[config.mk]
export PLATFORM = sky130hd
export DESIGN_NAME = gemm_tile_sched_flat
export DESIGN_NICKNAME = d
export VERILOG_FILES = /design/src/rtl/gemm_pkg.sv /design/src/rtl/gemm_tile_sched_if.sv /design/src/rtl/gemm_operand_fetch.sv /design/src/rtl/gemm_tile_sched.sv /design/src/flat_wrapper.sv
export SDC_FILE = /design/constraint.sdc
export NUM_CORES = 1
export LEC_CHECK = 0
export CAP_MARGIN = 20
export CORE_MARGIN = 8
export CORE_UTILIZATION = 55
export CTS_CLUSTER_SIZE = 30
export DETAILED_ROUTE_END_ITERATION = 12
export PLACE_DENSITY = 0.8
export SLEW_MARGIN = 30
export SYNTH_ARGS = -nofsm -noshare
export SYNTH_HDL_FRONTEND = slang
export SYNTH_SLANG_ARGS = --single-unit
export TNS_END_PERCENT = 50
[constraint.sdc]
create_clock -name clk -period 10.9 [get_ports clk]
set_clock_uncertainty 0.2 [all_clocks]
set_input_delay 2.18 -clock clk [delete_from_list [all_inputs] [get_ports clk]]
set_output_delay 2.18 -clock clk [all_outputs]
set_load 0.01 [all_outputs]
[src/rtl/gemm_pkg.sv]
// Shared types and constants for the GEMM tile scheduler and its core:
// FSM state encoding, default tile sizes, and the job-dimension clamp.
package gemm_pkg;

    typedef enum logic [2:0] {
        IDLE,
        ELEM_START,
        FEED,
        WAIT_OUT,
        WRITE,
        FIN
    } sched_state_t;

    localparam int DEF_M_TILE = 4;
    localparam int DEF_N_TILE = 8;
    localparam int DEF_K_TILE = 16;

    // Zero selects the tile maximum; anything larger clamps to it.
    function automatic logic [15:0] clamp_dim(input logic [15:0] v, input logic [15:0] lim);
        return (v == 16'd0 || v > lim) ? lim : v;
    endfunction

endpackage

[src/rtl/gemm_tile_sched_if.sv]
// Buffer-read, core and result-write bus of gemm_tile_sched; the scheduler
// is the master, the A/B buffers, MAC core and result sink are the slave.
interface gemm_tile_sched_if #(
    parameter int A_WIDTH   = 16,
    parameter int B_WIDTH   = 8,
    parameter int ACC_WIDTH = 32,
    parameter int ADDR_W    = 16
);
    logic                 a_rd_en;
    logic [ADDR_W-1:0]    a_rd_addr;
    logic [A_WIDTH-1:0]   a_rd_data;
    logic                 b_rd_en;
    logic [ADDR_W-1:0]    b_rd_addr;
    logic [B_WIDTH-1:0]   b_rd_data;

    logic                 core_start;
    logic [15:0]          core_k_tile;
    logic                 core_in_valid;
    logic                 core_in_ready;
    logic [A_WIDTH-1:0]   core_a;
    logic [B_WIDTH-1:0]   core_b;
    logic                 core_out_valid;
    logic                 core_out_ready;
    logic [ACC_WIDTH-1:0] core_out_data;

    logic                 res_wr_valid;
    logic                 res_wr_ready;
    logic [ADDR_W-1:0]    res_wr_addr;
    logic [ACC_WIDTH-1:0] res_wr_data;

    modport master (
        output a_rd_en, a_rd_addr, b_rd_en, b_rd_addr,
        output core_start, core_k_tile, core_in_valid, core_a, core_b, core_out_ready,
        output res_wr_valid, res_wr_addr, res_wr_data,
        input  a_rd_data, b_rd_data, core_in_ready, core_out_valid, core_out_data, res_wr_ready
    );

    modport slave (
        input  a_rd_en, a_rd_addr, b_rd_en, b_rd_addr,
        input  core_start, core_k_tile, core_in_valid, core_a, core_b, core_out_ready,
        input  res_wr_valid, res_wr_addr, res_wr_data,
        output a_rd_data, b_rd_data, core_in_ready, core_out_valid, core_out_data, res_wr_ready
    );
endinterface

[src/rtl/gemm_operand_fetch.sv]
// Operand fetch for one output element: issues paired A/B reads and holds
// the returned pair in a one-entry register until the core accepts it.
module gemm_operand_fetch #(
    parameter int A_WIDTH = 16,
    parameter int B_WIDTH = 8
) (
    input  logic               clk,
    input  logic               rst,
    input  logic               i_clr,
    input  logic               i_active,
    input  logic [15:0]        i_k_eff,
    input  logic [A_WIDTH-1:0] i_a_data,
    input  logic [B_WIDTH-1:0] i_b_data,
    input  logic               i_in_ready,
    output logic               o_rd_en,
    output logic [15:0]        o_rd_k,
    output logic               o_in_valid,
    output logic [A_WIDTH-1:0] o_a,
    output logic [B_WIDTH-1:0] o_b,
    output logic               o_last_fire
);
    logic               r_pend;
    logic               r_vld;
    logic [A_WIDTH-1:0] r_a;
    logic [B_WIDTH-1:0] r_b;
    logic [15:0]        r_rd_cnt;
    logic [15:0]        r_fire_cnt;
    logic               w_fire;

    // The entry is occupied while a read is in flight or data is held; the
    // arriving read is presented directly so one pair can fire every cycle.
    assign o_in_valid  = r_vld | r_pend;
    assign o_a         = r_vld ? r_a : (r_pend ? i_a_data : '0);
    assign o_b         = r_vld ? r_b : (r_pend ? i_b_data : '0);
    assign w_fire      = o_in_valid & i_in_ready;
    assign o_rd_en     = i_active & (r_rd_cnt < i_k_eff) & (~o_in_valid | w_fire);
    assign o_rd_k      = r_rd_cnt;
    assign o_last_fire = w_fire & (r_fire_cnt == i_k_eff - 16'd1);

    always_ff @(posedge clk) begin
        if (rst || i_clr) begin
            r_pend     <= 1'b0;
            r_vld      <= 1'b0;
            r_a        <= '0;
            r_b        <= '0;
            r_rd_cnt   <= '0;
            r_fire_cnt <= '0;
        end else begin
            r_pend <= o_rd_en;
            if (o_rd_en) r_rd_cnt <= r_rd_cnt + 16'd1;
            if (w_fire) r_fire_cnt <= r_fire_cnt + 16'd1;
            if (r_pend && !w_fire) begin
                r_vld <= 1'b1;
                r_a   <= i_a_data;
                r_b   <= i_b_data;
            end else if (w_fire) begin
                r_vld <= 1'b0;
            end
        end
    end
endmodule

[src/rtl/gemm_tile_sched.sv]
// GEMM tile scheduler: walks the Me x Ne output tile row-major, feeds Ke
// operand pairs per element to the core and writes each result back.
// Optional perf counters are built when GEMM_SCHED_PERF_EN is defined.
module gemm_tile_sched
    import gemm_pkg::*;
#(
    parameter int M_TILE    = DEF_M_TILE,
    parameter int N_TILE    = DEF_N_TILE,
    parameter int K_TILE    = DEF_K_TILE,
    parameter int A_WIDTH   = 16,
    parameter int B_WIDTH   = 8,
    parameter int ACC_WIDTH = 32,
    parameter int ADDR_W    = 16
) (
    input  logic        clk,
    input  logic        rst,
    input  logic        start,
    input  logic [15:0] cfg_m,
    input  logic [15:0] cfg_n,
    input  logic [15:0] cfg_k,
    output logic        busy,
    output logic        done,
    output logic [31:0] perf_job_cycles,
    output logic [31:0] perf_stall_cycles,
    gemm_tile_sched_if.master bus
);
    sched_state_t         r_state, w_next;
    logic [15:0]          r_me, r_ne, r_ke, r_m, r_n;
    logic [ACC_WIDTH-1:0] r_res;
    logic                 w_start_acc, w_last_elem, w_elem_start, w_feed;
    logic                 w_rd_en, w_in_valid, w_last_fire;
    logic [15:0]          w_rd_k;
    logic [A_WIDTH-1:0]   w_core_a;
    logic [B_WIDTH-1:0]   w_core_b;
    logic [ADDR_W-1:0]    w_a_addr, w_b_addr;

    assign w_start_acc = start && (r_state == IDLE);
    assign w_last_elem = (r_m == r_me - 16'd1) && (r_n == r_ne - 16'd1);

    always_ff @(posedge clk) begin
        if (rst) r_state <= IDLE;
        else     r_state <= w_next;
    end

    always_comb begin
        w_next              = r_state;
        busy                = 1'b1;
        done                = 1'b0;
        bus.core_start      = 1'b0;
        bus.core_out_ready  = 1'b0;
        bus.res_wr_valid    = 1'b0;
        w_elem_start        = 1'b0;
        w_feed              = 1'b0;
        case (r_state)
            IDLE: begin
                busy = 1'b0;
                if (start) w_next = ELEM_START;
            end
            ELEM_START: begin
                bus.core_start = 1'b1;
                w_elem_start   = 1'b1;
                w_next         = FEED;
            end
            FEED: begin
                w_feed = 1'b1;
                if (w_last_fire) w_next = WAIT_OUT;
            end
            WAIT_OUT: begin
                bus.core_out_ready = 1'b1;
                if (bus.core_out_valid) w_next = WRITE;
            end
            WRITE: begin
                bus.res_wr_valid = 1'b1;
                if (bus.res_wr_ready) w_next = w_last_elem ? FIN : ELEM_START;
            end
            FIN: begin
                done   = 1'b1;
                w_next = IDLE;
            end
            default: w_next = IDLE;
        endcase
    end

    always_ff @(posedge clk) begin
        if (rst) begin
            r_me  <= '0;
            r_ne  <= '0;
            r_ke  <= '0;
            r_m   <= '0;
            r_n   <= '0;
            r_res <= '0;
        end else begin
            if (w_start_acc) begin
                r_me <= clamp_dim(cfg_m, 16'(M_TILE));
                r_ne <= clamp_dim(cfg_n, 16'(N_TILE));
                r_ke <= clamp_dim(cfg_k, 16'(K_TILE));
                r_m  <= '0;
                r_n  <= '0;
            end
            if (r_state == WAIT_OUT && bus.core_out_valid) r_res <= bus.core_out_data;
            if (r_state == WRITE && bus.res_wr_ready && !w_last_elem) begin
                if (r_n == r_ne - 16'd1) begin
                    r_n <= '0;
                    r_m <= r_m + 16'd1;
                end else begin
                    r_n <= r_n + 16'd1;
                end
            end
        end
    end

    gemm_operand_fetch #(.A_WIDTH(A_WIDTH), .B_WIDTH(B_WIDTH)) u_fetch (
        .clk         (clk),
        .rst         (rst),
        .i_clr       (w_elem_start),
        .i_active    (w_feed),
        .i_k_eff     (r_ke),
        .i_a_data    (bus.a_rd_data),
        .i_b_data    (bus.b_rd_data),
        .i_in_ready  (bus.core_in_ready),
        .o_rd_en     (w_rd_en),
        .o_rd_k      (w_rd_k),
        .o_in_valid  (w_in_valid),
        .o_a         (w_core_a),
        .o_b         (w_core_b),
        .o_last_fire (w_last_fire)
    );

    assign w_a_addr = ADDR_W'(r_m) * ADDR_W'(r_ke) + ADDR_W'(w_rd_k);
    assign w_b_addr = ADDR_W'(w_rd_k) * ADDR_W'(r_ne) + ADDR_W'(r_n);

    assign bus.a_rd_en       = w_rd_en;
    assign bus.b_rd_en       = w_rd_en;
    assign bus.a_rd_addr     = w_rd_en ? w_a_addr : '0;
    assign bus.b_rd_addr     = w_rd_en ? w_b_addr : '0;
    assign bus.core_k_tile   = r_ke;
    assign bus.core_in_valid = w_in_valid;
    assign bus.core_a        = w_core_a;
    assign bus.core_b        = w_core_b;
    assign bus.res_wr_addr   = ADDR_W'(r_m) * ADDR_W'(r_ne) + ADDR_W'(r_n);
    assign bus.res_wr_data   = r_res;

`ifdef GEMM_SCHED_PERF_EN
    logic [31:0] r_job_cyc, r_stall_cyc;
    logic        w_stall;

    assign w_stall = (bus.core_in_valid & ~bus.core_in_ready) |
                     (bus.res_wr_valid & ~bus.res_wr_ready);

    always_ff @(posedge clk) begin
        if (rst || w_start_acc) begin
            r_job_cyc   <= '0;
            r_stall_cyc <= '0;
        end else begin
            if (busy && r_job_cyc != '1) r_job_cyc <= r_job_cyc + 32'd1;
            if (w_stall && r_stall_cyc != '1) r_stall_cyc <= r_stall_cyc + 32'd1;
        end
    end

    assign perf_job_cycles   = r_job_cyc;
    assign perf_stall_cycles = r_stall_cyc;
`else
    assign perf_job_cycles   = '0;
    assign perf_stall_cycles = '0;
`endif
endmodule

[src/flat_wrapper.sv]
// flat-port wrapper written by rule: the top's interface ports become plain ports
module gemm_tile_sched_flat import gemm_pkg::*;
#(
    parameter int M_TILE    = DEF_M_TILE,
    parameter int N_TILE    = DEF_N_TILE,
    parameter int K_TILE    = DEF_K_TILE,
    parameter int A_WIDTH   = 16,
    parameter int B_WIDTH   = 8,
    parameter int ACC_WIDTH = 32,
    parameter int ADDR_W    = 16
)
  (clk, rst, start, cfg_m, cfg_n, cfg_k, busy, done, perf_job_cycles, perf_stall_cycles, bus_a_rd_en, bus_a_rd_addr, bus_b_rd_en, bus_b_rd_addr, bus_core_start, bus_core_k_tile, bus_core_in_valid, bus_core_a, bus_core_b, bus_core_out_ready, bus_res_wr_valid, bus_res_wr_addr, bus_res_wr_data, bus_a_rd_data, bus_b_rd_data, bus_core_in_ready, bus_core_out_valid, bus_core_out_data, bus_res_wr_ready);
  gemm_tile_sched_if #(.A_WIDTH(A_WIDTH), .B_WIDTH(B_WIDTH), .ACC_WIDTH(ACC_WIDTH), .ADDR_W(ADDR_W)) bus_i ();
  input  logic clk;
  input  logic rst;
  input  logic start;
  input  logic [15:0] cfg_m;
  input  logic [15:0] cfg_n;
  input  logic [15:0] cfg_k;
  output logic busy;
  output logic done;
  output logic [31:0] perf_job_cycles;
  output logic [31:0] perf_stall_cycles;
  output wire logic [$bits(bus_i.a_rd_en)-1:0] bus_a_rd_en;
  output wire logic [$bits(bus_i.a_rd_addr)-1:0] bus_a_rd_addr;
  output wire logic [$bits(bus_i.b_rd_en)-1:0] bus_b_rd_en;
  output wire logic [$bits(bus_i.b_rd_addr)-1:0] bus_b_rd_addr;
  output wire logic [$bits(bus_i.core_start)-1:0] bus_core_start;
  output wire logic [$bits(bus_i.core_k_tile)-1:0] bus_core_k_tile;
  output wire logic [$bits(bus_i.core_in_valid)-1:0] bus_core_in_valid;
  output wire logic [$bits(bus_i.core_a)-1:0] bus_core_a;
  output wire logic [$bits(bus_i.core_b)-1:0] bus_core_b;
  output wire logic [$bits(bus_i.core_out_ready)-1:0] bus_core_out_ready;
  output wire logic [$bits(bus_i.res_wr_valid)-1:0] bus_res_wr_valid;
  output wire logic [$bits(bus_i.res_wr_addr)-1:0] bus_res_wr_addr;
  output wire logic [$bits(bus_i.res_wr_data)-1:0] bus_res_wr_data;
  input wire logic [$bits(bus_i.a_rd_data)-1:0] bus_a_rd_data;
  input wire logic [$bits(bus_i.b_rd_data)-1:0] bus_b_rd_data;
  input wire logic [$bits(bus_i.core_in_ready)-1:0] bus_core_in_ready;
  input wire logic [$bits(bus_i.core_out_valid)-1:0] bus_core_out_valid;
  input wire logic [$bits(bus_i.core_out_data)-1:0] bus_core_out_data;
  input wire logic [$bits(bus_i.res_wr_ready)-1:0] bus_res_wr_ready;
  assign bus_a_rd_en = bus_i.a_rd_en;
  assign bus_a_rd_addr = bus_i.a_rd_addr;
  assign bus_b_rd_en = bus_i.b_rd_en;
  assign bus_b_rd_addr = bus_i.b_rd_addr;
  assign bus_core_start = bus_i.core_start;
  assign bus_core_k_tile = bus_i.core_k_tile;
  assign bus_core_in_valid = bus_i.core_in_valid;
  assign bus_core_a = bus_i.core_a;
  assign bus_core_b = bus_i.core_b;
  assign bus_core_out_ready = bus_i.core_out_ready;
  assign bus_res_wr_valid = bus_i.res_wr_valid;
  assign bus_res_wr_addr = bus_i.res_wr_addr;
  assign bus_res_wr_data = bus_i.res_wr_data;
  assign bus_i.a_rd_data = bus_a_rd_data;
  assign bus_i.b_rd_data = bus_b_rd_data;
  assign bus_i.core_in_ready = bus_core_in_ready;
  assign bus_i.core_out_valid = bus_core_out_valid;
  assign bus_i.core_out_data = bus_core_out_data;
  assign bus_i.res_wr_ready = bus_res_wr_ready;
  gemm_tile_sched #(.M_TILE(M_TILE), .N_TILE(N_TILE), .K_TILE(K_TILE), .A_WIDTH(A_WIDTH), .B_WIDTH(B_WIDTH), .ACC_WIDTH(ACC_WIDTH), .ADDR_W(ADDR_W)) u_core (.clk(clk), .rst(rst), .start(start), .cfg_m(cfg_m), .cfg_n(cfg_n), .cfg_k(cfg_k), .busy(busy), .done(done), .perf_job_cycles(perf_job_cycles), .perf_stall_cycles(perf_stall_cycles), .bus(bus_i));
endmodule
# Yosys cells after proc, flatten, opt, wreduce, memory -nomap -nowiden
# Index checks and enable logic that the tools add are counted.
word_totals:
  regBits: 173
  latch_bits: 0
  ram_bits: 0
  romBits: 0
  in_bits: 110
  wordCells: 97
  memories: 0
op_classes:
  n_addsub: 10
  mul: 3
  n_div: 0
  magnitude_cmp: 4
  eq_ne: 12
  n_shift: 0
  muxes: 29
  bitwise_logic: 7
  reduce_logical: 19
op_table:
  columns: ["op", "n"]
  rows:
  - ["2-to-1 mux 16 bit", 13]
  - ["adder 16 x 1 -> 16 bit, second input constant", 4]
  - ["adder 16 bit", 3]
  - ["== test 16 bit", 3]
  - ["logical NOT 16 bit", 3]
  - ["multiplier 16 x 16 -> 16 bit", 3]
  - ["subtractor 16 x 1 -> 16 bit, second input constant", 3]
  - ["greater-than comparator 16 x 3 -> 1 bit, second input constant", 1]
  - ["greater-than comparator 16 x 4 -> 1 bit, second input constant", 1]
  - ["greater-than comparator 16 x 5 -> 1 bit, second input constant", 1]
  - ["less-than comparator 16 bit", 1]
  - ["2-to-1 mux 8 bit", 2]
  - ["2-to-1 mux 3 bit", 5]
  - ["case mux 3 bit (5 select lines)", 1]
  - ["2-to-1 mux 1 bit", 8]
  - ["inequality test 2 bit, second input constant", 4]
  - ["== test 3 x 2 -> 1 bit, second input constant", 2]
  - ["== test 3 bit, second input constant", 2]
  - ["logical AND 1 bit", 6]
  - ["AND 1 bit", 4]
  - ["logical OR 1 bit", 4]
  - ["AND reduction 4 bit", 1]
  - ["nonzero test 2 bit", 2]
  - ["== test 3 x 1 -> 1 bit, second input constant", 1]
  - ["4 further kinds", 6]

# Longest topological paths before layout
# Gate-level depths: netlist of run 1.
depth:
  depth_word: 6
  depth_mapped: 24
  depth_no_buf: 21

# By module
# A second synthesis of run 1 with hierarchy kept.
hier_totals:
  cells_unflattened: 2879
  hier_area_um2: 23015.8
by_module_without_submodules:
  columns: ["module", "n_inst", "cells_per_inst", "area_each_um2"]
  rows:
  - ["gemm_tile_sched", 1, 2395, 19463.7]
  - ["gemm_operand_fetch", 1, 484, 3552.2]

# Least setup slack after synthesis of run 1
# OpenSTA, ideal clock, no wires.
synth_path:
  kind: "reg-to-output"
  from: "register u_core.r_ne[2]"
  to: "output bus_b_rd_addr[14]"
  t_arrival_ps: 5324
  path_slack_ps: 3196
  stages_incl_launch_ff: 20
  n_path_buf: 3
  path_cell_list: "dfxtp_1 -> buf_2 -> clkbuf_1 -> clkbuf_1 -> nand2_1 -> fa_1 -> fa_1 -> inv_1 -> fa_1 -> fa_1 -> fa_1 -> inv_1 -> fa_1 -> inv_1 -> ha_1 -> or3_1 -> o21ai_0 -> a21oi_1 -> xnor2_1 -> nor2_1"
synth_via:
  elab_chain_len: 3
synth_lines:
  columns: ["item", "line", "source"]
  rows:
  - ["start: declaration", "gemm_tile_sched.sv:28", "logic [15:0] r_me, r_ne, r_ke, r_m, r_n;"]
  - ["start signal: assignment", "gemm_tile_sched.sv:95", "r_ne <= clamp_dim(cfg_n, 16'(N_TILE));"]
  - ["multiplier 16 x 16 -> 16 bit", "gemm_tile_sched.sv:130", "assign w_b_addr = ADDR_W'(w_rd_k) * ADDR_W'(r_ne) + ADDR_W'(r_n);"]
  - ["adder 16 bit", "gemm_tile_sched.sv:130", null]
  - ["2-to-1 mux 16 bit", "gemm_tile_sched.sv:135", "assign bus.b_rd_addr = w_rd_en ? w_b_addr : '0;"]
  - ["end: declaration", "flat_wrapper.sv:27", "output wire logic [$bits(bus_i.b_rd_addr)-1:0] bus_b_rd_addr;"]
# No other way between the ends.

# Worst setup path in the final report of run 1
layout_path:
  from: "register u_core.r_ne[3]"
  to: "output bus_b_rd_addr[14]"
# The elaborated chain is that of the path after synthesis.

==> impl_metrics.env, run 1 <==
export IMPL_cts_root_buf="clkbuf_16"
export IMPL_wl_met1_um=25760
export IMPL_clk_pin_slew_worst_paths_ns=0.08
export IMPL_clkSinkCount=173
export IMPL_final_cell_mix="480 x nand2_1, 479 x inv_1, 282 x fa_1, 236 x clkdlybuf4s50_1, 178 x ha_1"
export IMPL_synthFlopType="dfxtp_1"
export IMPL_ir_drop_v=0.0001030
export IMPL_min_period_ns=9.188
export IMPL_criticalPathCategory="register to output port"
export IMPL_ys_ff_latch=173
export IMPL_grt_util_all_layers_pct=27.83
export IMPL_synthCells=2859
export IMPL_drt_pass1_iterations=6
export IMPL_diodes=0
export IMPL_wirelength_um=67250
export IMPL_die_h_um=219.8
export IMPL_worstPathRequired_ns=8.52
export IMPL_relSlewSlack_pct=27.19
export IMPL_yosys_warnings=0
export IMPL_rsz0062_at_grt="no"
export IMPL_synth_cell_types=75
export IMPL_cts_resized=0
export IMPL_cts_setup_buffers=0
export IMPL_crit_fanout=17
export IMPL_grt_pass1_wl_um=107800
export IMPL_power_leakage_nw=11.70
export IMPL_power_internal_mw=1.043
export IMPL_seqPwrFrac_pct=44.7
export IMPL_syn_area_um2=22850
export IMPL_cp_start_kind="register"
export IMPL_dp_slack_ns=2.202
export IMPL_postCtsHoldBufs=0
export IMPL_cts_buffers=17
export IMPL_route_vias_total=19790
export IMPL_syn_area_per_cell_um2=7.993
export IMPL_timing_hold_violations_final=0
export IMPL_cts_tree="done"
export IMPL_p_per_area_nw_per_um2=55.97
export IMPL_h_tree_depth=4
export IMPL_synth_yosys_seq_area_share_pct=15.16
export IMPL_fill_cells=3440
export IMPL_gp_congestion=0.9864
export IMPL_start_util_pct=55.84
export IMPL_hpwl_um=53160
export IMPL_row_count=74
export IMPL_drt_iter0_drc=1772
export IMPL_hold_path_class="register to register"
export IMPL_comb_power_share_pct=11.3
export IMPL_clk_path_buf_depth=2
export IMPL_clk_latency_ns=0.44
export IMPL_max_slew_worst_pin_slew_ns=1.091
export IMPL_place_inst=3493
export IMPL_drc_errors=0
export IMPL_die_area_um2=48330
export IMPL_grt_max_degree=54
export IMPL_first_global_vias=20740
export IMPL_power_mw=1.446
export IMPL_hold_ws_ns=0.2568
export IMPL_setup_tns_ns=0
export IMPL_cp_end_kind="output port"
export IMPL_setup_viol=0
export IMPL_async_flop_share_pct=0
export IMPL_design_core_area_um2=40920
export IMPL_ios=302
export IMPL_synth_edf_count=0
export IMPL_io_buffer_count=237
export IMPL_syn2layout_area_growth_pct=13.07
export IMPL_worstPathArrival_ns=6.81
export IMPL_drive_above_1_share_pct=2.907
export IMPL_clkPwrFrac_pct=44.0
export IMPL_grt_overflow=0
export IMPL_fp_dieW_um=219.8
export IMPL_wl_per_cell_um=19.08
export IMPL_ant_nets=0
export IMPL_nets=3550
export IMPL_grt_antenna_before_repair=0
export IMPL_finalCritPeriodShare_pct=84.29
export IMPL_drv_cap=0
export IMPL_maxSlewViolCount=0
export IMPL_final_cells=3525
export IMPL_outcome="completed"
export IMPL_fmax_mhz=108.8
export IMPL_fin_ws_ns=1.712
export IMPL_met2_length_um=31830
export IMPL_p_sw_mw=0.4029
export IMPL_switching_share_pct=27.86
export IMPL_layout_commonest_cell="nand2_1"
export IMPL_topRoutingLayerUsed="met4"
export IMPL_vias_per_cell=5.613
export IMPL_met3_length_um=7144
-- power by group through the flow --
stage	Clock, mW	Combinational, mW	Sequential, mW
3_3_place_gp	0	0.158	0.661
6_report	0.636	0.163	0.647
2_1_floorplan	0	0.101	0.655
4_1_cts	0.643	0.161	0.646
3_5_place_dp	0	0.160	0.661
5_1_grt	0.668	0.176	0.647
-- critical path, stage by stage (launching register included) --
cell             delay, ns
dfxtp_1               0.88
buf_4                 0.37
and2_1                0.18
fa_1                  0.43
inv_1                 0.10
fa_1                  0.45
fa_1                  0.51
fa_1                  0.55
inv_1                 0.06
fa_1                  0.52
inv_1                 0.05
fa_1                  0.52
inv_1                 0.04
ha_1                  0.37
nand3_1               0.12
nand2_1               0.05
a41oi_1               0.25
a21oi_1               0.13
xnor2_1               0.14
nor2_1                0.09
clkdlybuf4s50_1       0.55
-- synth_stat cells, types with 5 or more instances --
cell	n	area [um2]
nand2_1	481	1805
inv_1	479	1798
fa_1	282	5645
ha_1	178	2227
dfxtp_1	173	3463
and2_1	163	1020
xnor2_1	160	1401
clkbuf_1	143	536.8
nor2_1	134	503.0
a21oi_1	93	465.5
buf_4	66	495.5
o21ai_0	55	275.3
xor2_1	51	446.7
and3_1	38	237.7
nand3_1	35	175.2
nor3_1	33	165.2
nor4_1	28	175.2
nand4_1	23	143.9
o21ai_1	20	100.1
a21o_1	19	142.6
mux2i_1	19	190.2
or3_1	17	106.4
a22oi_1	11	82.58
nand2b_1	11	68.82
nor2b_1	9	56.30
a211oi_1	8	60.06
buf_2	8	40.04
nor3b_1	8	60.06
a41oi_1	7	61.31
buf_1	7	26.28
and4_1	6	52.55
o22ai_1	6	37.54
o211ai_1	5	37.54
o32ai_1	5	43.79
-- metal layers --
metal  vias to the layer above  track usage, %
met2                      1038           46.52
met4                         0           11.18
li1                       8965               -
met5                         -               0
met1                      9591           34.12
met3                       192           6.938
-- logic make-up after synthesis --
| group | share of synthesized area [%] |
|---|---|
| AOI/OAI and AO/OA | 7.200 |
| buffers and inverters | 12.81 |
| other | 0.01641 |
| muxes | 1.079 |
| and+or+nand+nor | 21.21 |
| adders and majority gates | 34.45 |
| xor gates and xnor gates | 8.087 |
| DFF | 15.16 |
-- final cells by class --
| type | count | area [um2] | share of cell area (%) |
|---|---|---|---|
| Clock buffer | 18 | 439.2 | 1.700 |
| Clock inverter | 14 | 170.2 | 0.6586 |
| Inverter | 481 | 1805 | 6.988 |
| Multi-Input combinational cell | 2042 | 16710 | 64.69 |
| Sequential cell | 173 | 3466 | 13.41 |
| Tap cell | 532 | 665.6 | 2.576 |
| Timing Repair Buffer | 265 | 2577 | 9.975 |
-- per-stage QoR --
step           utilization (%)  instance area [um2]
6_report                 63.14                25840
3_3_place_gp             61.61                25220
5_1_grt                  63.14                25840
3_5_place_dp             61.65                25230
2_1_floorplan                -                23090
4_1_cts                  63.13                25840
-- state kept, by name (all words and copies together) (netlist names) --
register	flops
u_core.bus.core_k_tile	16
u_core.bus.res_wr_data	32
u_core.r_m	16
u_core.r_me	16
u_core.r_n	16
u_core.r_ne	16
u_core.r_state	3
u_core.u_fetch.o_rd_k	16
u_core.u_fetch.r_a	16
u_core.u_fetch.r_b	8
u_core.u_fetch.r_fire_cnt	16
u_core.u_fetch.r_pend	1
u_core.u_fetch.r_vld	1
-- final timing paths --
path	slack, ns	start	cells past startpoint	end
max	1.71	u_core.r_ne[3]$_SDFFE_PP0P_	20	bus_b_rd_addr[14]
min	0.26	u_core.bus.res_wr_data[6]$_SDFFE_PP0P_	2	u_core.bus.res_wr_data[6]$_SDFFE_PP0P_
max reg2reg	6.29	u_core.r_ne[0]$_SDFFE_PP0P_	11	u_core.r_m[4]$_SDFF_PP0_
min reg2reg	0.26	u_core.bus.res_wr_data[6]$_SDFFE_PP0P_	2	u_core.bus.res_wr_data[6]$_SDFFE_PP0P_
Power figures use the tool's default switching activity.
==> run 2, diff against run 1 <==
Settings changed: CORE_UTILIZATION 55 to 52, PLACE_DENSITY 0.8 to 0.79.
Clock period 10.9 ns to 8.3 ns, I/O delays scaled along.
==> run 2 against run 1 <==
Routed wire length about the same. Combinational power up 33%. Worst setup slack worse by 1.6 ns. Utilization down 2.9 points. Non-clock buffer count up 48. Critical path depth down 2. Via count down 0.44%. Cell count up 3.1%. Clock power up 29%. Worst hold slack worse by 0.0030 ns. Sequential cell count unchanged. Die area up 5.3%. Largest power group unchanged.
==> impl_metrics.env, run 2 (synthesized netlist as in run 1, its figures left out) <==
export IMPL_setup_viol=0
export IMPL_clk_path_buf_depth=2
export IMPL_postCtsHoldBufs=0
export IMPL_syn2layout_area_growth_pct=15.48
export IMPL_grt_util_all_layers_pct=26.22
export IMPL_power_mw=1.886
export IMPL_hold_path_class="register to register"
export IMPL_final_cell_mix="480 x nand2_1, 473 x inv_1, 282 x fa_1, 236 x clkdlybuf4s50_1, 177 x ha_1"
export IMPL_largest_reg_flops=32
export IMPL_wirelength_um=67180
export IMPL_grt_antenna_before_repair=1
export IMPL_final_area_um2=26390
export IMPL_ant_nets=0
export IMPL_route_vias_total=19700
export IMPL_cts_root_buf="clkbuf_16"
export IMPL_crit_fanout=12
export IMPL_grt_pass1_wl_um=106700
export IMPL_die_h_um=225.6
export IMPL_grt_overflow=0
export IMPL_cts_tree="done"
export IMPL_place_inst=3590
export IMPL_hold_depth=2
export IMPL_first_global_vias=20550
export IMPL_wl_per_cell_um=18.49
export IMPL_io_buffer_count=237
export IMPL_vias_per_cell=5.422
export IMPL_finalCritPeriodShare_pct=98.22
export IMPL_met2_usage_pct=43.65
export IMPL_relSlewSlack_pct=36.85
export IMPL_holdPathEnd="u_core.u_fetch.r_a[1]$_SDFFE_PP0P_"
export IMPL_clk_pin_slew_worst_paths_ns=0.08
export IMPL_design_core_area_um2=43840
export IMPL_power_leakage_nw=11.94
export IMPL_clk_latency_ns=0.44
export IMPL_grt_max_degree=66
export IMPL_max_slew_worst_pin_slew_ns=0.9472
export IMPL_diodes=0
export IMPL_top_usage_layer="met2"
export IMPL_worstPathRequired_ns=6.44
export IMPL_grtUsageMet1_pct=32.36
export IMPL_fp_dieW_um=225.6
export IMPL_h_tree_depth=4
export IMPL_start_util_pct=52.13
export IMPL_setup_tns_ns=0
export IMPL_hpwl_um=54270
export IMPL_layout_commonest_cell="nand2_1"
export IMPL_drive_above_1_share_pct=5.524
export IMPL_gp_congestion=0.9942
export IMPL_ir_drop_v=0.0001267
export IMPL_nets=3598
export IMPL_reg2reg_from="u_core.r_ne[0]$_SDFFE_PP0P_"
export IMPL_ff2ff_path_depth=11
export IMPL_outcome="completed"
export IMPL_cp_end_kind="output port"
export IMPL_min_period_ns=8.152
export IMPL_drc_errors=0
export IMPL_reg2reg_slack_ns=3.71
export IMPL_hold_start="u_core.u_fetch.r_a[1]$_SDFFE_PP0P_"
export IMPL_timing_hold_violations_final=0
export IMPL_row_count=77
export IMPL_fmax_mhz=122.7
export IMPL_die_area_um2=50910
export IMPL_drt_pass1_iterations=6
export IMPL_drt_iter0_drc=1521
export IMPL_maxSlewViolCount=0
export IMPL_fin_util_pct=60.20
export IMPL_dp_slack_ns=0.3462
export IMPL_hold_ws_ns=0.2538
export IMPL_criticalPathCategory="register to output port"
export IMPL_fin_ws_ns=0.1476
export IMPL_ios=302
export IMPL_place_area_um2=25620
export IMPL_cts_buffers=17
export IMPL_drv_cap=0
export IMPL_p_per_area_nw_per_um2=71.47
export IMPL_cp_start_kind="register"
export IMPL_worstPathArrival_ns=6.29
export IMPL_final_cells=3633
export IMPL_reg2reg_to="u_core.r_m[4]$_SDFF_PP0_"
export IMPL_grtUsageMet3_pct=6.350
export IMPL_clkSinkCount=173
## run 2: changes by cell type in the layout (fill, tap and decap cells not counted), moves of 3 or more
cell	change
clkinv_8	-3
dfxtp_1	-21
inv_1	-6
a41oi_2	+3
clkinvlp_4	+7
buf_4	+43
dfxtp_4	+4
buf_12	+3
dfxtp_2	+17
a41oi_1	-3
## run 2: worst max path at each step
stage / start / end / cells past startpoint
3_3_place_gp: u_core.r_ne[2]$_SDFFE_PP0P_ / bus_b_rd_addr[15] / 19
6_report: u_core.r_ne[8]$_SDFFE_PP0P_ / bus_b_rd_addr[15] / 18
3_5_place_dp: u_core.r_ne[2]$_SDFFE_PP0P_ / bus_b_rd_addr[15] / 19
5_1_grt: u_core.u_fetch.o_rd_k[7]$_SDFFE_PP0P_ / bus_b_rd_addr[14] / 19
2_1_floorplan: u_core.r_ne[2]$_SDFFE_PP0P_ / bus_b_rd_addr[14] / 19
4_1_cts: u_core.r_ne[4]$_SDFFE_PP0P_ / bus_res_wr_addr[15] / 18
## run 2: area by class of cell
| cell class | count | area (um2) |
|---|---|---|
| clock inverter | 14 | 156.4 |
| clock buffer | 18 | 429.2 |
| timing repair buffer | 313 | 2987 |
| multi-input combinational | 2042 | 16750 |
| inverter | 481 | 1824 |
| sequential | 173 | 3502 |
| tap | 592 | 740.7 |
| fill | 3820 | 17450 |
## run 2: routing by layer
layer | share of wire [%] | routed length, um | up-vias
met5 | 0.019 | 13 | -
met4 | 4.2 | 2809 | 2
met3 | 9.6 | 6480 | 178
met2 | 47 | 31570 | 962
met1 | 39 | 26310 | 9495
li1 | - | - | 9062
## run 2: critical path, cell delays in order (launching register included)
cell and delay, ns:
dfxtp_1 0.71, buf_4 0.29, nand2_1 0.09, fa_1 0.50, inv_1 0.05, fa_1 0.45
fa_1 0.50, fa_1 0.52, fa_1 0.50, inv_1 0.05, fa_1 0.50, inv_1 0.05
ha_1 0.33, or3_1 0.35, o21ai_0 0.08, a21oi_1 0.09, xnor2_1 0.15, nor2_1 0.10
clkdlybuf4s50_1 0.55
## run 2: where the power goes
| group | switching, mW | internal, mW | total (mW) |
|---|---|---|---|
| clock network | 0.371 | 0.450 | 0.821 |
| logic | 0.121 | 0.0958 | 0.217 |
| registers | 0.0129 | 0.835 | 0.848 |
## run 2: timing repair
item | 4_1_cts | 5_1_grt
gates resized for setup | 5 | 39
pin swaps | 0 | 0
buffers inserted | 0 | 11
endpoints found under the setup margin | 6 | 12
